$ cat src/rtl/coin_collector.sv
// coin_collector: tracks N_COINS collectible tiles against Mario's bounding box
// on the VGA clock domain. It keeps a collected flag per coin and a saturating
// score. For each collected coin it sends one tile-clear request over a
// valid/ready handshake, so the background owner can paint that tile as sky.
// The optional combo bonus is compiled in when the macro COIN_COMBO_EN is
// defined. A collection that completes inside the combo window then earns
// COMBO_BONUS extra points.
module coin_collector #(
  parameter int N_COINS      = 2,
  parameter int ROW_W        = 4,
  parameter int COL_W        = 5,
  parameter int MARIO_WIDTH  = 42,
  parameter int BLOCK_WIDTH  = 40,
  parameter int SCORE_W      = 8,
  parameter int COIN_VALUE   = 1,
  parameter int COMBO_WINDOW = 64,
  parameter int COMBO_BONUS  = 2
) (
  input  logic                       vga_clock,
  input  logic                       reset,
  input  logic signed [31:0]         mario_x,
  input  logic signed [31:0]         mario_y,
  input  logic [N_COINS*ROW_W-1:0]   coin_row,
  input  logic [N_COINS*COL_W-1:0]   coin_col,
  input  logic                       rearm,
  input  logic                       clear_ready,
  output logic                       clear_valid,
  output logic [ROW_W-1:0]           clear_row,
  output logic [COL_W-1:0]           clear_col,
  output logic                       coin_event,
  output logic [N_COINS-1:0]         collected,
  output logic [SCORE_W-1:0]         score,
  output logic                       all_collected
);

  localparam int                     IDX_W     = (N_COINS > 1) ? $clog2(N_COINS) : 1;
  localparam logic [IDX_W-1:0]       LAST_IDX  = IDX_W'(N_COINS - 1);
  localparam logic signed [31:0]     BLOCK_W_S = 32'(BLOCK_WIDTH);
  localparam logic signed [31:0]     MARIO_W_S = 32'(MARIO_WIDTH);
  localparam logic [SCORE_W:0]       SCORE_MAX = {1'b0, {SCORE_W{1'b1}}};
  localparam logic [SCORE_W:0]       BASE_ADD  = (SCORE_W+1)'(COIN_VALUE);

  typedef enum logic [1:0] {
    SCAN  = 2'd0,
    CLEAR = 2'd1,
    DONE  = 2'd2
  } state_t;

  state_t               state, state_next;
  logic [IDX_W-1:0]     idx, idx_next, idx_wrap;
  logic                 clear_valid_next;
  logic [ROW_W-1:0]     clear_row_next;
  logic [COL_W-1:0]     clear_col_next;
  logic                 coin_event_next;
  logic [N_COINS-1:0]   collected_next;
  logic [SCORE_W-1:0]   score_next;
  logic                 all_collected_next;
  logic [SCORE_W:0]     add_amount;
  logic [SCORE_W:0]     score_sum;

  logic [ROW_W-1:0]     scan_row;
  logic [COL_W-1:0]     scan_col;
  logic signed [31:0]   tile_x, tile_y;
  logic                 hit;

`ifdef COIN_COMBO_EN
  localparam int                 TIMER_W    = $clog2(COMBO_WINDOW + 1);
  localparam logic [TIMER_W-1:0] TIMER_LOAD = TIMER_W'(COMBO_WINDOW);
  localparam logic [SCORE_W:0]   COMBO_ADD  = BASE_ADD + (SCORE_W+1)'(COMBO_BONUS);

  logic [TIMER_W-1:0]   combo_timer, combo_timer_next;
`else
  logic                 unused_combo_cfg;
  assign unused_combo_cfg = ^{32'(COMBO_WINDOW), 32'(COMBO_BONUS)};
`endif

  // Overlap test between Mario's box and the tile of the coin under scan; touching edges do not count
  always_comb begin
    scan_row = coin_row[idx*ROW_W +: ROW_W];
    scan_col = coin_col[idx*COL_W +: COL_W];
    tile_x   = $signed({{(32-COL_W){1'b0}}, scan_col}) * BLOCK_W_S;
    tile_y   = $signed({{(32-ROW_W){1'b0}}, scan_row}) * BLOCK_W_S;
    hit      = (mario_x < tile_x + BLOCK_W_S) && (mario_x + MARIO_W_S > tile_x) &&
               (mario_y < tile_y + BLOCK_W_S) && (mario_y + MARIO_W_S > tile_y);
  end

  // Next-state and next-output logic for the scan / clear / done sequence
  always_comb begin
    state_next         = state;
    idx_next           = idx;
    clear_valid_next   = clear_valid;
    clear_row_next     = clear_row;
    clear_col_next     = clear_col;
    coin_event_next    = 1'b0;
    collected_next     = collected;
    score_next         = score;
    all_collected_next = all_collected;
    idx_wrap           = (idx == LAST_IDX) ? '0 : idx + 1'b1;
    add_amount         = BASE_ADD;
`ifdef COIN_COMBO_EN
    combo_timer_next   = (combo_timer != '0) ? combo_timer - 1'b1 : '0;
    if (combo_timer != '0) begin
      add_amount = COMBO_ADD;
    end
`endif
    score_sum          = {1'b0, score} + add_amount;

    case (state)
      SCAN: begin
        if (rearm) begin
          collected_next     = '0;
          all_collected_next = 1'b0;
          idx_next           = '0;
        end else if (hit && !collected[idx]) begin
          clear_row_next   = scan_row;
          clear_col_next   = scan_col;
          clear_valid_next = 1'b1;
          state_next       = CLEAR;
        end else begin
          idx_next = idx_wrap;
        end
      end
      CLEAR: begin
        if (clear_ready) begin
          clear_valid_next    = 1'b0;
          collected_next[idx] = 1'b1;
          score_next          = (score_sum > SCORE_MAX) ? '1 : score_sum[SCORE_W-1:0];
          coin_event_next     = 1'b1;
          idx_next            = idx_wrap;
`ifdef COIN_COMBO_EN
          combo_timer_next    = TIMER_LOAD;
`endif
          if (&collected_next) begin
            all_collected_next = 1'b1;
            state_next         = DONE;
          end else begin
            state_next = SCAN;
          end
        end
      end
      DONE: begin
        if (rearm) begin
          collected_next     = '0;
          all_collected_next = 1'b0;
          idx_next           = '0;
          state_next         = SCAN;
        end
      end
      default: begin
        state_next = SCAN;
      end
    endcase
  end

  // State register
  always_ff @(posedge vga_clock) begin
    if (reset) begin
      state <= SCAN;
    end else begin
      state <= state_next;
    end
  end

  // Datapath registers: scan index, request, flags, score and combo timer
  always_ff @(posedge vga_clock) begin
    if (reset) begin
      idx           <= '0;
      clear_valid   <= 1'b0;
      clear_row     <= '0;
      clear_col     <= '0;
      coin_event    <= 1'b0;
      collected     <= '0;
      score         <= '0;
      all_collected <= 1'b0;
`ifdef COIN_COMBO_EN
      combo_timer   <= '0;
`endif
    end else begin
      idx           <= idx_next;
      clear_valid   <= clear_valid_next;
      clear_row     <= clear_row_next;
      clear_col     <= clear_col_next;
      coin_event    <= coin_event_next;
      collected     <= collected_next;
      score         <= score_next;
      all_collected <= all_collected_next;
`ifdef COIN_COMBO_EN
      combo_timer   <= combo_timer_next;
`endif
    end
  end

endmodule

$ cat config.mk
export PLATFORM = sky130hd
export DESIGN_NAME = coin_collector
export DESIGN_NICKNAME = d
export VERILOG_FILES = /design/src/rtl/coin_collector.sv
export SDC_FILE = /design/constraint.sdc
export NUM_CORES = 1
export LEC_CHECK = 0
export CAP_MARGIN = 25
export CORE_UTILIZATION = 40
export CTS_CLUSTER_DIAMETER = 200
export DETAILED_ROUTE_END_ITERATION = 12
export GPL_TIMING_DRIVEN = 0
export PLACE_DENSITY = 0.69
export SYNTH_ARGS = -nofsm -noshare
export SYNTH_HDL_FRONTEND = slang
export SYNTH_SLANG_ARGS = --single-unit
export TNS_END_PERCENT = 5
$ cat constraint.sdc
create_clock -name vga_clock -period 5.9 [get_ports vga_clock]
set_input_delay 1.475 -clock vga_clock [delete_from_list [all_inputs] [get_ports vga_clock]]
set_output_delay 1.475 -clock vga_clock [all_outputs]
set_load 0.02 [all_outputs]
=== Word level (Yosys, flattened, before mapping) ===
Cells that the tools add are included.

* Add/sub/neg operators: 6
* Divide/modulo/power cells: 0
* Equal/unequal tests: 9
* Bitwise operators: 3
* Shifts and indexed selects: 2
* Mux-type cells: 27
* Order comparisons: 7
* Reductions and logical operators: 20
* Multipliers: 3

{| class="wikitable"
|+ Operators with widths
! cell !! count
|-
| $add 32x7->32 const B || 2
|-
| $gt 32x11->1 || 1
|-
| $gt 32x12->1 || 1
|-
| $lt 32x12->1 || 1
|-
| $lt 32x13->1 || 1
|-
| $reduce_and 4->1 || 4
|-
| $mux 1 || 14
|-
| $add 11x6->12 const B || 1
|-
| $mux 2 || 6
|-
| $add 10x6->11 const B || 1
|-
| $ne 2x2->1 const B || 5
|-
| $shiftx 10x5->5 || 1
|-
| $add 8x1->9 const B || 1
|-
| $gt 9x8->1 const B || 1
|-
| $mul 5x3->8 const B || 1
|-
| $mux 8 || 1
|-
| $shiftx 8x4->4 || 1
|-
| $mul 4x3->7 const B || 1
|-
| $pmux 2 s3 || 1
|-
| $reduce_and 3->1 || 2
|-
| $logic_and 1x1->1 || 5
|-
| $mul 1x3->4 const B || 1
|-
| $pmux 1 s2 || 2
|-
| $pmux 2 s2 || 1
|-
| 17 further kinds || 21
|}

* Register bits after elaboration: 25
* Input bits: 86
* Latch bits: 0
* Output and inout bits: 22
* Logic and storage cells: 86
* Memories: 0
* Bits in writable memories: 0
* ROM bits: 0

=== Longest topological paths before layout ===
Gate-level depths: netlist (run 1).

* Depth after elaboration: 12
* Mapped depth: 21
* Gate-level depth less buffers: 18

=== Worst setup path after synthesis (run 1) ===
Ideal clock, no wire load.

* Path kind: input to register
* Start point: in coin_col[6]
* End point: reg idx
* Buffers on the path: 0
* Slack: 0.844 ns
* Data required time: 5.779 ns
* Setup time: 0.121 ns
* Arrival: 4.935 ns
* Cell stages on the path: 16
* Cells stage by stage: mux2_2 -> ha_1 -> ha_1 -> fa_1 -> xor2_1 -> nand3_1 -> nor2_1 -> xor2_1 -> ha_1 -> a21o_1 -> a21o_1 -> a221oi_1 -> a2bb2oi_2 -> o311ai_4 -> o21ai_1 -> mux2_4

* Longest elaborated chain between the ends: 10
* Elaborated cells between the ends (all ways): 11
* Classes of those cells: add/sub: 1; mul: 1; order compare: 2; eq/ne: 1; shift: 1; reduce/logical: 5

{| class="wikitable"
|+ RTL lines
! what !! line !! RTL
|-
| start, declared || 24 || <nowiki>input logic [N_COINS*COL_W-1:0] coin_col,</nowiki>
|-
| $shiftx 10x5->5 * || 80 || <nowiki>scan_col = coin_col[idx*COL_W +: COL_W];</nowiki>
|-
| $mul 5x3->8 * || 81 || <nowiki>tile_x = $signed({{(32-COL_W){1'b0}}, scan_col}) * BLOCK_W_S;</nowiki>
|-
| $add 11x6->12 || 83 || <nowiki>hit = (mario_x < tile_x + BLOCK_W_S) && (mario_x + MARIO_W_S > tile_x) &&</nowiki>
|-
| $lt 32x13->1 || 83 ||
|-
| $logic_and 1x1->1 * (2 in a row) || 83 ||
|-
| $logic_and 1x1->1 * || 84 || <nowiki>(mario_y < tile_y + BLOCK_W_S) && (mario_y + MARIO_W_S > tile_y);</nowiki>
|-
| $logic_and 1x1->1 * || 114 || <nowiki>end else if (hit && !collected[idx]) begin</nowiki>
|-
| $ne 3x3->1 (no source line) * || -- ||
|-
| $reduce_and 4->1 (no source line) * || -- ||
|-
| end signal, assigned || 179 || <nowiki>idx <= idx_next;</nowiki>
|-
| end, declared || 50 || <nowiki>logic [IDX_W-1:0] idx, idx_next, idx_wrap;</nowiki>
|}

Mark *: on every way between the ends. The rest lies on a longest branch, timed or not.
A chain may end at the register's enable or synchronous reset.

=== Worst setup path after layout (run 1) ===
* Start point: in coin_row[7]
* End point: reg clear_valid

* Longest elaborated chain between the ends: 9
* Elaborated cells between the ends (all ways): 10
* Classes of those cells: add/sub: 1; mul: 1; order compare: 2; eq/ne: 1; shift: 1; reduce/logical: 4

{| class="wikitable"
|+ RTL lines
! what !! line !! RTL
|-
| start, declared || 23 || <nowiki>input logic [N_COINS*ROW_W-1:0] coin_row,</nowiki>
|-
| $shiftx 8x4->4 * || 79 || <nowiki>scan_row = coin_row[idx*ROW_W +: ROW_W];</nowiki>
|-
| via scan_row[3] || 61 || <nowiki>logic [ROW_W-1:0] scan_row;</nowiki>
|-
| $mul 4x3->7 * || 82 || <nowiki>tile_y = $signed({{(32-ROW_W){1'b0}}, scan_row}) * BLOCK_W_S;</nowiki>
|-
| $add 10x6->11 || 84 ||
|-
| $lt 32x12->1 || 84 ||
|-
| $logic_and 1x1->1 || 83 ||
|-
| $logic_and 1x1->1 * || 84 ||
|-
| $logic_and 1x1->1 * || 114 ||
|-
| $ne 2x2->1 (no source line) * || -- ||
|-
| $reduce_and 4->1 (no source line) * || -- ||
|-
| end signal, assigned || 180 || <nowiki>clear_valid <= clear_valid_next;</nowiki>
|-
| end, declared || 27 || <nowiki>output logic clear_valid,</nowiki>
|}

Mark *: on every way through the listed nets, which the timed path passes. The rest lies on a longest branch.

==> results of run 1 <==
[power breakdown]
| part | internal (W) | switching (W) |
|---|---|---|
| Sequential | 0.000169 | 0.000000632 |
| Combinational | 0.000171 | 0.000185 |
| Clock | 0.0000484 | 0.0000556 |
| Total | 0.000388 | 0.000241 |
[worst min-delay path by stage]
stage	slack (ns)	to	cells after the start	startpoint
global route	0.49	clear_col[0]	2	clear_col[0]
finish	0.47	clear_col[0]	2	clear_col[0]
detailed placement	0.46	clear_col[0]	2	clear_col[0]
floorplan	0.51	state[1]	2	state[1]
CTS	0.47	clear_col[0]	2	clear_col[0]
global placement	0.45	clear_col[0]	2	clear_col[0]
[routing by layer]
metal	track usage (%)	vias to the layer above
li1	-	2091
met1	28.2	1942
met2	39.9	138
met3	2.08	17
met4	5.80	0
met5	0	-
[layout by cell type, fill, tap and decap left out, drive strengths merged, types with 8 or more instances in the layout]
cell type / synthesis / layout
a21oi: 30 / 30
xnor2: 15 / 15
mux2: 11 / 11
mux2i: 8 / 8
nor2: 34 / 34
nand2: 28 / 28
dfxtp: 25 / 25
clkdlybuf4s50: 0 / 106
xor2: 13 / 13
nand4: 17 / 17
nand3: 33 / 33
and3: 13 / 13
ha: 48 / 48
inv: 27 / 27
o21ai: 32 / 32
nor4: 10 / 10
clkbuf: 6 / 10
nor3: 28 / 28
[metrics by stage]
| step | setup slack, ns | hold WS (ns) |
|---|---|---|
| floorplan | 0.844 | 0.511 |
| global placement | 0.105 | 0.451 |
| detailed placement | -0.0241 | 0.461 |
| CTS | 0.257 | 0.473 |
| global route | 0.0682 | 0.487 |
| finish | 0.352 | 0.470 |
[registers in the layout, indices dropped and copies added, names as in the netlist]
name and flops:
clear_valid 1, score 8, coin_event 1, clear_col 5, clear_row 4, collected 2
idx 1, state 2, all_collected 1
[logic make-up after synthesis]
kind of cell	share of synthesized area [%]
other cells	0.0966
flops	12.9
compound gates	23.2
mux	5.45
buf+inv	4.58
fa+ha+maj	16.5
simple gates	30.9
xor+xnor	6.32
[synth_stat cells (3+ instances only)]
master    number  share of area (%)
nor2b_1        6               0.97
nand4b_1       3               0.68
and3_1        13                2.1
a31oi_1        7                1.1
nor2_1        34                3.3
mux2_2         9                2.6
inv_1         27                2.6
buf_6          3               0.87
o211ai_1       4               0.77
o21a_1         5               0.97
o21ai_2       10                2.3
nor3_1        28                3.6
nor4_1         6               0.97
nand2b_1       3               0.48
mux2i_1        8                2.1
clkbuf_1       6               0.58
nand4_1       15                2.4
or4_1          3               0.58
and2_1         4               0.64
ha_1          48                 15
xor2_1        13                2.9
and4_1         5                1.1
or3_1          5               0.81
a21oi_1       22                2.8
nor3b_1        5               0.97
nand2_1       28                2.7
dfxtp_1       25                 13
a211oi_1       4               0.77
xnor2_1       15                3.4
nand3_1       31                4.0
a21oi_2        8                1.8
o21ai_0       20                2.6
a21o_1         5               0.97
[critical path, stage by stage]
cell	delay, ns
clkdlybuf4s50_1	0.41
mux2i_2	0.27
inv_1	0.11
ha_1	0.29
ha_1	0.21
inv_1	0.07
fa_1	0.47
or2_2	0.36
nor2_1	0.11
o22ai_1	0.09
ha_1	0.30
a21oi_1	0.16
nor3b_1	0.06
nor3_1	0.13
o311ai_0	0.22
a2bb2oi_2	0.27
o311a_1	0.20
buf_4	0.18
nand2_1	0.07
o311ai_1	0.25
[cell type report]
type                    count  area share, %
multi-input cells         425           62.3
inverters                  28           2.04
repair buffers            106           20.6
well taps                 129           3.13
clock buffers               4          0.873
plain buffers              12           1.41
flip-flops and latches     25           9.70
==> metrics.md, run 1 <==
| Metric | Value |
|---|---|
| Run status | `complete, no violations` |
| Top Layer Used | `met4` |
| Ant. Diodes | `0` |
| Wire length of the first global-routing pass | `18.5 mm` |
| Most used flip-flop cell after synthesis | `dfxtp_1` |
| First DRT Iteration DRCs | `217` |
| Clock-pin slew of the registers on the worst-case setup and hold paths | `0.09 ns` |
| I/O pins | `108` |
| Grt total ovfl | `0` |
| Clock tree from TritonCTS | `yes` |
| Maximum clock frequency | `0.180 GHz` |
| Inserted Clock Buffers | `3` |
| Via count of the first global-routing pass | `4164` |
| Maximum fanout along the worst path | `10` |
| Post-route design area | `0.00516 mm²` |
| Average cell area after synthesis | `7.92 µm²` |
| Vias | `4188` |
| Die width | `101 µm` |
| Final Core Density | `55.3%` |
| Area of the multi-input gates | `0.00321 mm²` |
| Critical path class | `in -> reg` |
| Worst slew margin relative to its limit | `54.2%` |
| Total half-perimeter wirelength after legalization and detailed placement | `9.13 mm` |
| Post-route insts no fill | `729` |
| Core box area | `0.00933 mm²` |
| Pin count of the biggest net entering global routing | `14` |
| Maximum clock skew at final layout | `0.00449 ns` |
| Hold crit path type | `reg -> reg` |
| PortBufs | `106` |
| Crit path to | `clear_valid` |
| Final number of max-transition violations | `0` |
| Data arrival, critical path | `5.73 ns` |
| Placed cell count | `725` |
| Number of levels the H-tree was split into | `1` |
| Fillers | `888` |
| Setup total negative slack | `0 ns` |
| Final-stage net count | `737` |
| # hold bufs at CTS | `0` |
| Critical path capture point type | `flip-flop` |
| Max-capacitance violation count | `0` |
| Number of distinct standard cells referenced by the synthesized netlist | `80` |
| Unrepaired setup endpoints after global routing | `no` |
| Areal power density over the cells | `122 mW/mm²` |
| Worst Reg2Reg Path Length in Cells | `21` |
| Antenna violations before repair | `0` |
| Area after DPL | `0.00510 mm²` |
| Total of flip-flops plus latches after synthesis | `25` |
| Register Area | `500 µm²` |
| Initial Util | `41.6%` |
| Maximum VDD drop | `0.0782 mV` |
| Post-synth EDFFs | `0` |
| Transition at the pin with the smallest max-transition slack | `0.687 ns` |
| Internal reg-to-reg setup slack | `0.72 ns` |
| Routability-driven placement congestion ratio | `0.926` |
| Total nets after synthesis | `626` |
| Layout cells sized above 1 | `9.50%` |
| Fraction of registers with async set or reset after synthesis | `0%` |
| Final wirelength | `10.9 mm` |
| Count of TritonRoute iterations in the first routing pass | `5` |
| Standby leakage power | `1.91 nW` |
| All-Layer GR Usage | `22.2%` |
| Met1 Wirelength | `4.84 mm` |
| Data required time at the worst endpoint | `6.08 ns` |
| Final Cycle Share | `94.0%` |
| Routed length on met2 | `5.24 mm` |
| Max Root-Sink Buffers | `2` |
| DRT antenna net count | `0` |
| Die Area | `0.0101 mm²` |
| Power, Total | `0.000630 W` |
| Total of endpoints with negative setup slack in the final report | `0` |
| Crit Reg-Reg Startpoint | `idx` |
| Synthesis warning total | `0` |
| Sequential fraction of the synthesis area | `12.9%` |
| Clock network latency to the later pin of the worst-skew pair | `0.27 ns` |
| Drt drc | `0` |
| Num rows | `35` |
| Number of clock sinks | `25` |
| Post-cts repair resize count | `0` |
| Critical register-to-register path endpoint | `clear_valid` |
| Met3 wire length | `613 µm` |
| Sort of element at the start of the critical path | `input port` |
| Growth of design area from synthesis to finish | `32.9%` |
| Die extent in y | `101 µm` |
| Clk Tree Root Cell | `clkbuf_8` |
| Synth Cell Area | `0.00388 mm²` |
| CP startpoint | `coin_row[7]` |
| Final min period | `5.55 ns` |
| Post-detailed-route via-to-cell ratio | `5.74` |
| Post-Synthesis Cells | `490` |
| Routed wire per std cell | `14.9 µm` |
| Number of buffers inserted by post-CTS setup repair | `0` |
| Total count of hold-check failures in the final report | `0` |
Note: power is estimated with default switching activity, not from simulation.
==> inputs of run 2 (changes only) <==
- CORE_MARGIN: default -> 3
- CTS_BUF_LIST: default -> sky130_fd_sc_hd__clkbuf_4 sky130_fd_sc_hd__clkbuf_8 sky130_fd_sc_hd__clkbuf_16
- PLACE_DENSITY: 0.69 -> default
- PLACE_DENSITY_LB_ADDON: default -> 0.1
==> run 2 against run 1 <==
Power shrank 0.45%. Sequential cell count unchanged. Combinational power is essentially flat. Clock power barely moved. Global-route usage fell by 2.3 points. Critical path depth did not move. Largest power group unchanged. Hold slack got worse by 0.0017 ns. Register-to-register slack lost 0.09 ns. Maximum frequency is 0.67% lower. Clock skew grew 0.0030 ns. Core utilization barely moved.
==> metrics.md, run 2 (same netlist as run 1, synthesis figures left out) <==
| Metric | Value |
|---|---|
| Hold path startpoint | `clear_col[0]` |
| Fillers | `911 (+2.6%)` |
| Count of TritonRoute iterations in the first routing pass | `4 (-1)` |
| # hold bufs at CTS | `0 (unchanged)` |
| Drt drc | `0 (unchanged)` |
| Die Area | `0.0109 mm² (+8.1%)` |
| Layout cells sized above 1 | `9.50% (unchanged)` |
| Routability-driven placement congestion ratio | `0.873 (-5.7%)` |
| Most used cells in the layout excluding fill and tap cells | `106 x clkdlybuf4s50_1, 48 x ha_1, 34 x nor2_1` |
| All-Layer GR Usage | `19.9% (-2.3 points)` |
| Critical register-to-register path endpoint | `clear_valid` |
| Placed cell count | `725 (unchanged)` |
| Die width | `105 µm (+4.0%)` |
| Clock-pin slew of the registers on the worst-case setup and hold paths | `0.09 ns (about the same)` |
| Final wirelength | `11.1 mm (+2.0%)` |
| Num rows | `35 (unchanged)` |
| Total half-perimeter wirelength after legalization and detailed placement | `9.26 mm (+1.5%)` |
| Pin count of the biggest net entering global routing | `16 (+2)` |
| Maximum fanout along the worst path | `10 (unchanged)` |
| Critical path class | `in -> reg` |
| Final-stage net count | `737 (unchanged)` |
| Growth of design area from synthesis to finish | `32.8% (about the same)` |
| Via count of the first global-routing pass | `4010 (-3.7%)` |
| I/O pins | `108 (unchanged)` |
| Wire length of the first global-routing pass | `18.7 mm (+1.2%)` |
| Post-route insts no fill | `729 (unchanged)` |
| Internal reg-to-reg setup slack | `0.63 ns (-0.09 ns)` |
| Critical path capture point type | `flip-flop` |
| Final min period | `5.59 ns (+0.0376 ns)` |
| Setup total negative slack | `0 ns (unchanged)` |
| Max Root-Sink Buffers | `2 (unchanged)` |
| Areal power density over the cells | `122 mW/mm² (-0.40%)` |
| Total of endpoints with negative setup slack in the final report | `0 (unchanged)` |
| Antenna violations before repair | `0 (unchanged)` |
| Hold depth | `2 (unchanged)` |
| Die extent in y | `105 µm (+4.0%)` |
| Worst Reg2Reg Path Length in Cells | `19 (-9.5%)` |
| Worst slew margin relative to its limit | `53.2% (-0.97 points)` |
| Total count of hold-check failures in the final report | `0 (unchanged)` |
| Data required time at the worst endpoint | `6.05 ns (-0.03 ns)` |
| Number of flip-flops in the largest register | `8 (unchanged)` |
| Clock tree from TritonCTS | `yes` |
| Number of clock sinks | `25 (unchanged)` |
| Maximum clock frequency | `0.179 GHz (-0.67%)` |
| DRT antenna net count | `0 (unchanged)` |
| Top reg by flops | `score` |
| Hold worst-path end | `clear_col[0]` |
| Number of levels the H-tree was split into | `1 (unchanged)` |
| Clk Tree Root Cell | `clkbuf_8` |
| Routed wire per std cell | `15.2 µm (+2.0%)` |
| Grt total ovfl | `0 (unchanged)` |
| Inserted Clock Buffers | `3 (unchanged)` |
| Post-detailed-route via-to-cell ratio | `5.70 (-0.74%)` |
| Vias | `4157 (-0.74%)` |
| Sort of element at the start of the critical path | `input port` |
| Run status | `complete, no violations` |
| Crit Reg-Reg Startpoint | `idx` |
| Transition at the pin with the smallest max-transition slack | `0.702 ns (+0.0146 ns)` |
| Commonest non-fill, non-tap cell in the layout | `clkdlybuf4s50_1` |
| Ant. Diodes | `0 (unchanged)` |
| Register Area | `500 µm² (unchanged)` |
| Registers with the highest flip-flop counts | `score x8, clear_col x5, clear_row x4` |
| PortBufs | `106 (unchanged)` |
| Standby leakage power | `1.90 nW (-0.23%)` |
| Maximum VDD drop | `0.0709 mV (-9.4%)` |
| Data arrival, critical path | `5.74 ns (about the same)` |
| Hold crit path type | `reg -> reg` |
| Final Cycle Share | `94.7% (+0.64 points)` |
| Maximum clock skew at final layout | `0.00745 ns (+0.00296 ns)` |
| Max-capacitance violation count | `0 (unchanged)` |
| Initial Util | `41.6% (unchanged)` |
| Unrepaired setup endpoints after global routing | `no` |
| Clock network latency to the later pin of the worst-skew pair | `0.27 ns (about the same)` |
| Core box area | `0.00933 mm² (unchanged)` |
| Final number of max-transition violations | `0 (unchanged)` |
| First DRT Iteration DRCs | `141 (-35%)` |
| Area of the multi-input gates | `0.00321 mm² (-0.19%)` |
==> run 2: stage by stage <==
step | utilization (%) | setup slack, ns | cell area (µm²) | total power [W] | hold slack, ns
after floorplan | - | 0.844 | 3880 | 0.000391 | 0.511
after CTS | 55.3 | 0.239 | 5150 | 0.000630 | 0.472
after global routing | 55.3 | 0.0284 | 5160 | 0.000679 | 0.494
after detailed placement | 54.7 | -0.0361 | 5100 | 0.000525 | 0.458
final | 55.3 | 0.315 | 5160 | 0.000627 | 0.468
after global placement | 54.7 | 0.0180 | 5100 | 0.000514 | 0.449
==> run 2: how the worst max path moves through the flow <==
stage / from / endpoint / slack (ns) / depth (start not counted)
final: coin_row[3] / clear_valid / 0.31 / 20
after global routing: coin_row[3] / clear_valid / 0.03 / 20
after CTS: coin_row[7] / clear_valid / 0.24 / 20
after detailed placement: coin_row[7] / clear_valid / -0.04 / 20
after global placement: coin_row[7] / clear_valid / 0.02 / 20
after floorplan: coin_col[6] / idx / 0.84 / 16
==> run 2: timing repair <==
item	CTS	global route
buffers inserted	0	0
resized for setup	0	1
endpoints found under the setup margin	0	8
==> run 2: power breakdown <==
group	internal [W]	switching, W
Combinational	0.000171	0.000182
Sequential	0.000169	0.000000662
Clock	0.0000479	0.0000554
==> run 2: routing by layer <==
metal	global-route usage (%)	vias up	part of all wire, %
met2	34.0	127	48
met3	2.05	6	5.1
met4	2.66	0	0.57
met1	27.6	1927	47
li1	-	2097	-
met5	0	-	0
==> run 2: critical path: stages <==
cell and delay (ns):
clkdlybuf4s50_1 0.41, mux2i_2 0.27, inv_1 0.11, ha_1 0.29
ha_1 0.21, inv_1 0.07, fa_1 0.47, or2_2 0.35
nor2_1 0.10, o22ai_1 0.10, ha_1 0.31, a21oi_1 0.15
nor3b_1 0.07, nor3_1 0.13, o311ai_0 0.25, a2bb2oi_2 0.30
o311ai_4 0.15, buf_6 0.19, o2111ai_1 0.20, o311ai_1 0.12
==> run 2: area by class of cell <==
type	instances	share of cell area [%]
Clock inverter	1	0.146
Timing Repair Buffer	106	20.6
Clock buffer	3	0.801
Inverter	28	2.04
Sequential cell	25	9.70
Multi-Input combinational cell	425	62.2
Tap cell	129	3.13
Buffer	12	1.41
==> inputs of run 3 (changes only) <==
- CAP_MARGIN: 25 -> 20
- CORE_ASPECT_RATIO: default -> 1.5
- clock period: 5.9 -> 5.7 ns (I/O delays scaled with it)
==> run 3 against run 2 <==
Combinational power grew 5%. Clock-buffer cell count is the same. Routed wire length grew 1.7%. Power grew 13%. Cell count shrank 2.3%. First-iteration DRC count grew 41%. Register-to-register slack lost 0.17 ns. Core utilization is essentially flat. Worst setup slack lost 0.024 ns. Sequential share of layout area is essentially flat. Critical path depth shrank 2. Clock power grew 53%. Critical path type unchanged. Critical endpoint unchanged.
==> metrics.md, run 3 (same netlist as run 1, synthesis figures left out) <==
| Metric | Value |
|---|---|
| Max Root-Sink Buffers | `2 (unchanged)` |
| Global routing usage on met1 | `22.5% (-5.0 points)` |
| Count of TritonRoute iterations in the first routing pass | `4 (unchanged)` |
| Final min period | `5.41 ns` |
| Maximum fanout along the worst path | `10 (unchanged)` |
| Fillers | `935 (+2.6%)` |
| Number of flip-flops in the largest register | `8 (unchanged)` |
| Final Core Density | `55.3% (about the same)` |
| Sort of element at the start of the critical path | `input port` |
| Final wirelength | `11.3 mm (+1.7%)` |
| Wire length of the first global-routing pass | `18.6 mm (-0.44%)` |
| Transition at the pin with the smallest max-transition slack | `0.659 ns (-0.0428 ns)` |
| Clock tree from TritonCTS | `yes` |
| Antenna violations before repair | `0 (unchanged)` |
| Total count of hold-check failures in the final report | `0 (unchanged)` |
| DRT antenna net count | `0 (unchanged)` |
| Final number of max-transition violations | `0 (unchanged)` |
| Vias | `4150 (-0.17%)` |
| Grt met3 use | `1.17% (-0.88 points)` |
| Post-detailed-route via-to-cell ratio | `5.83 (+2.2%)` |
| Ant. Diodes | `0 (unchanged)` |
| Data arrival, critical path | `5.54 ns (-0.20 ns)` |
| Standby leakage power | `1.93 nW (+1.2%)` |
| Data required time at the worst endpoint | `5.83 ns (-0.22 ns)` |
| Commonest non-fill, non-tap cell in the layout | `clkdlybuf4s50_1` |
| Run status | `complete, no violations` |
| Final-stage net count | `737 (unchanged)` |
| Met2 Usage GRT | `40.1% (+6.1 points)` |
| Die Area | `0.0109 mm² (+0.22%)` |
| Registers with the highest flip-flop counts | `score x8, clear_col x5, clear_row x4` |
| Final Cycle Share | `94.9%` |
| Die extent in y | `127 µm (+21%)` |
| Areal power density over the cells | `136 mW/mm² (+12%)` |
| Total of endpoints with negative setup slack in the final report | `0 (unchanged)` |
| Clk Tree Root Cell | `clkbuf_16` |
| Clock-pin slew of the registers on the worst-case setup and hold paths | `0.07 ns (-0.02 ns)` |
| Hold crit path type | `reg -> reg` |
| Number of levels the H-tree was split into | `1 (unchanged)` |
| Die width | `86.4 µm (-17%)` |
| Most used cells in the layout excluding fill and tap cells | `106 x clkdlybuf4s50_1, 48 x ha_1, 34 x nor2_1` |
| Max-capacitance violation count | `0 (unchanged)` |
| All-Layer GR Usage | `20.2% (+0.27 points)` |
| Critical path class | `in -> reg` |
| I/O pins | `108 (unchanged)` |
| Post-route design area | `0.00517 mm² (+0.32%)` |
| Growth of design area from synthesis to finish | `33.3%` |
| Pin count of the biggest net entering global routing | `15 (-1)` |
| Layout cells sized above 1 | `9.67% (+0.17 points)` |
| Core box area | `0.00936 mm² (+0.36%)` |
| Unrepaired setup endpoints after global routing | `no` |
| Routability-driven placement congestion ratio | `0.890 (+2.0%)` |
| Number of buffers inserted by post-CTS setup repair | `0 (unchanged)` |
| First DRT Iteration DRCs | `199 (+41%)` |
| Initial Util | `41.5% (-0.15 points)` |
| Maximum clock skew at final layout | `0.00327 ns (-0.00418 ns)` |
| Worst slew margin relative to its limit | `56.1% (+2.9 points)` |
| Drt drc | `0 (unchanged)` |
| Clock network latency to the later pin of the worst-skew pair | `0.26 ns (about the same)` |
| Routed wire per std cell | `15.8 µm (+4.2%)` |
| Grt total ovfl | `0 (unchanged)` |
| Num rows | `43 (+23%)` |
| Grt peak-use layer | `met2` |
| Maximum VDD drop | `0.0982 mV (+39%)` |
| Via count of the first global-routing pass | `4199 (+4.7%)` |
| Number of clock sinks | `25 (unchanged)` |
| Area after DPL | `0.00508 mm² (-0.42%)` |
| Maximum clock frequency | `0.185 GHz` |
| Top reg by flops | `score` |
| Critical path capture point type | `flip-flop` |
| Total half-perimeter wirelength after legalization and detailed placement | `9.44 mm (+1.9%)` |
| Inserted Clock Buffers | `3 (unchanged)` |
| PortBufs | `106 (unchanged)` |
run 3: per-layer routing:
layer	wire length, µm	vias to the layer above
met4	202	0
met1	4460	1956
met2	6290	78
li1	-	2102
met5	0	-
met3	312	14
run 3: power breakdown:
group	switching, W	leakage [nW]	internal [W]	total, W
Combinational	0.000194	1.68	0.000177	0.000371
Clock	0.0000637	0.0409	0.0000946	0.000158
Sequential	0.000000662	0.202	0.000176	0.000176
Total	0.000259	1.93	0.000447	0.000705
run 3: through the flow:
step	hold WS, ns	total power, W	TNS, ns	instances	setup slack [ns]
3_3_place_gp	0.457	0.000536	-0.0232	708	-0.0123
4_1_cts	0.475	0.000706	0	712	0.162
3_5_place_dp	0.467	0.000548	-0.158	708	-0.0855
5_1_grt	0.486	0.000762	0	712	0.0242
2_1_floorplan	0.511	0.000405	0	490	0.694
6_report	0.475	0.000705	0	712	0.291
run 3: layout make-up:
cell class | count | area (µm²) | share of cell area [%]
multi-input combinational | 425 | 3210 | 62.1
timing repair buffer | 106 | 1060 | 20.5
sequential | 25 | 500 | 9.67
tap | 112 | 140 | 2.71
inverter | 28 | 105 | 2.03
clock buffer | 3 | 75.1 | 1.45
buffer | 12 | 72.6 | 1.40
clock inverter | 1 | 5.00 | 0.0967
run 3: timing repair:
| action | in CTS | in global routing |
|---|---|---|
| hold buffers | 0 | 0 |
| gates resized for setup | 0 | 3 |
| endpoints found under the hold margin | 0 | 0 |
| endpoints found under the setup margin | 0 | 12 |
run 3: final timing paths:
check | start | endpoint | slack, ns | cells after the start
setup / recovery | coin_col[1] | clear_valid | 0.29 | 18
hold / removal | clear_row[1] | clear_row[1] | 0.47 | 2
setup reg to reg | idx | clear_valid | 0.46 | 19
hold reg to reg | clear_row[1] | clear_row[1] | 0.47 | 2
run 3: worst max-delay path, stage by stage:
cell and delay (ns):
clkdlybuf4s50_1 0.39, mux2_2 0.33, ha_1 0.32, ha_1 0.23, fa_1 0.41, xor2_1 0.19
nand3_1 0.13, nor2_1 0.16, xor2_1 0.16, ha_1 0.26, a21o_1 0.18, a21o_1 0.18
a221oi_2 0.24, a2bb2oi_2 0.26, o311ai_4 0.14, buf_6 0.19, o2111ai_1 0.19, o311ai_1 0.12
==> RTL edit: new RTL, settings of run 2 <==
Re-encode `state_t` (3 states) as one-hot, 3 bits wide.
--- a/src/rtl/coin_collector.sv
+++ b/src/rtl/coin_collector.sv
@@ -41,8 +41,8 @@
   localparam logic [SCORE_W:0]       BASE_ADD  = (SCORE_W+1)'(COIN_VALUE);
 
-  typedef enum logic [1:0] {
-    SCAN  = 2'd0,
-    CLEAR = 2'd1,
-    DONE  = 2'd2
+  typedef enum logic [2:0] {
+    SCAN  = 3'b001,
+    CLEAR = 3'b010,
+    DONE  = 3'b100
   } state_t;
 
Function: no difference found for any inputs over 10 cycles, from zero or initial values and one cycle with reset high; not proved beyond that.
==> RTL edit against run 2 <==
  * Design area down 5.6%
  * Clock skew up 0.0033 ns
  * Area after synthesis down 7.2%
  * Cell count shrank 5.6%
  * Routed wire length shrank 7.3%
  * Critical path depth shrank 1
  * Sequential cell count rose by 1
  * Power increased by 6.1%
  * Sequential power increased by 5%
  * Setup slack better by 0.078 ns
  * Critical endpoint is now clear_row[3]$_SDFFE_PP0P_
==> RTL edit: results (changes against run 2) <==
metric,value,unit,change
Rel. slew slack,0.546,,was 0.532
Commonest cells post-synth,"ha_1 (44), nor2_1 (35), a21oi_1 (34)",,"was ha_1 (48), nor2_1 (34), nand3_1 (31)"
# fillers,793,,was 911
Final min period,5.51,ns,was 5.59 ns
layout cell share with drive strength beyond 1,0.0515,,was 0.0950
Yosys warnings,0,,unchanged
internal power summed over all cells,0.433,mW,was 0.388 mW
result of the run,finished clean,,unchanged
WP data arrival,5.66,ns,was 5.74 ns
initial antenna violation count,0,,unchanged
Leakage Power,1.80,nW,was 1.90 nW
dominant cells by area after synthesis,"ha_1 (15%), dfxtp_1 (14%), a21oi_1 (4.7%), xnor2_1 (3.9%), nand4_1 (3.8%)",,"was ha_1 (15%), dfxtp_1 (13%), nand3_1 (4.0%), nor3_1 (3.6%), xnor2_1 (3.4%)"
total half-perimeter wirelength after legalization and detailed placement,8.55,mm,was 9.26 mm
clock transition at the register clock pins on the worst setup and hold paths after CTS,0.10,ns,
maximum ir drop on the vdd rail,0.0890,mV,was 0.0709 mV
CTS root buffer,clkbuf_8,,unchanged
hold crit path type,reg2reg,,unchanged
first-pass iteration count of the detailed router,5,,was 4
primary flip-flop cell chosen by synthesis mapping,dfxtp_1,,unchanged
worst r2r dst,clear_row[3]$_SDFFE_PP0P_,,was clear_valid$_SDFFE_PP0P_
GRT Util Overall,0.198,,was 0.199
vias after detailed routing,3998,,was 4157
quantity of I/O buffers inserted on ports,105,,was 106
synthesized net count,607,,was 626
sequential-to-total area share from yosys stat,0.144,,was 0.129
htree depth,1,,unchanged
total wirelength of the detailed-routed design,10.3,mm,was 11.1 mm
worst skew pair latency,0.28,ns,
total of cells resized after clock tree synthesis,0,,unchanged
final weighted congestion of routability-driven global placement,0.917,,was 0.873
setup clock skew after layout,0.0108,ns,was 0.00745 ns
Placed Area,4790,µm²,was 5100 µm²
R2R cell count,20,,was 19
via count of the first global-routing pass,3641,,was 4010
number of distinct library cells after synthesis,58,,was 80
hold wc startpoint,clear_row[1]$_SDFFE_PP0P_,,was clear_col[0]$_SDFFE_PP0P_
final net count,716,,was 737
destination of the worst hold path,clear_row[1]$_SDFFE_PP0P_,,was clear_col[0]$_SDFFE_PP0P_
Longest Clk Path Bufs,2,,unchanged
diode insertion count for antenna repair,0,,unchanged
Starting DRT DRC Count,194,,was 141
wire length of the first global-routing pass,17.1,mm,was 18.7 mm
worst setup slack after placement,-0.113,ns,was -0.0361 ns
slack of the worst reg-to-reg path,0.66,ns,was 0.63 ns
## RTL edit: layer usage
layer / GRT usage / routed length (µm)
met1: 0.297 / 4940
met3: 0.0194 / 649
met4: 0.0286 / 97
met2: 0.310 / 4580
met5: 0 / 0
## RTL edit: through the flow
stage	std cells	hold slack [ns]	power [mW]	util	setup TNS, ns
final	688	0.475	0.665	0.575	0
after global routing	688	0.499	0.722	0.575	0
after floorplan	475	0.544	0.391	-	0
after global placement	685	0.455	0.509	0.565	-0.969
after detailed placement	685	0.462	0.516	0.565	-0.635
after CTS	689	0.476	0.666	0.574	0
## RTL edit: cell families (layout without fill, tap and decap cells)
kind of cell	Yosys count	after routing	synth area share
simple gates	205	205	0.319
mux	17	17	0.0507
xor+xnor	29	29	0.0705
compound gates	114	114	0.210
buf+inv	37	145	0.0406
fa+ha+maj	46	46	0.164
other cells	1	1	0.00104
flops	26	26	0.144
## RTL edit: how the worst max path moves through the flow
stage,depth (start not counted),end,from
after floorplan,17,clear_col[0]$_SDFFE_PP0P_,coin_row[5]
after global placement,19,state[0]$_SDFFE_PP1P_,coin_row[7]
after detailed placement,19,state[0]$_SDFFE_PP1P_,coin_row[7]
after CTS,19,state[0]$_SDFFE_PP1P_,coin_row[7]
after global routing,19,clear_col[4]$_SDFFE_PP0P_,coin_row[3]
final,19,clear_row[3]$_SDFFE_PP0P_,coin_row[3]
## RTL edit: layout make-up
type / instances / area share
Multi-Input combinational cell: 412 / 0.606
Timing Repair Buffer: 105 / 0.216
Sequential cell: 26 / 0.107
Tap cell: 105 / 0.0270
Inverter: 23 / 0.0177
Buffer: 13 / 0.0118
Clock buffer: 3 / 0.00848
Clock inverter: 1 / 0.00617
## RTL edit: power groups by stage
stage | clock [mW] | sequential, mW | combinational (mW)
2_1_floorplan | 0 | 0.183 | 0.208
3_3_place_gp | 0 | 0.182 | 0.327
3_5_place_dp | 0 | 0.182 | 0.334
4_1_cts | 0.150 | 0.178 | 0.338
5_1_grt | 0.160 | 0.178 | 0.384
6_report | 0.150 | 0.178 | 0.338
## RTL edit: worst max-delay path, stage by stage
cell and delay, ns:
clkdlybuf4s50_1 0.41, mux2i_2 0.27, inv_1 0.11, ha_1 0.29, ha_1 0.21, inv_1 0.07, fa_1 0.48, or2_2 0.35
nor2_1 0.09, o22ai_1 0.11, ha_1 0.31, a21oi_1 0.07, or3b_2 0.43, and3_1 0.15, a21oi_1 0.31, nor3_2 0.10
clkbuf_2 0.22, nand4_1 0.14, a21oi_1 0.07
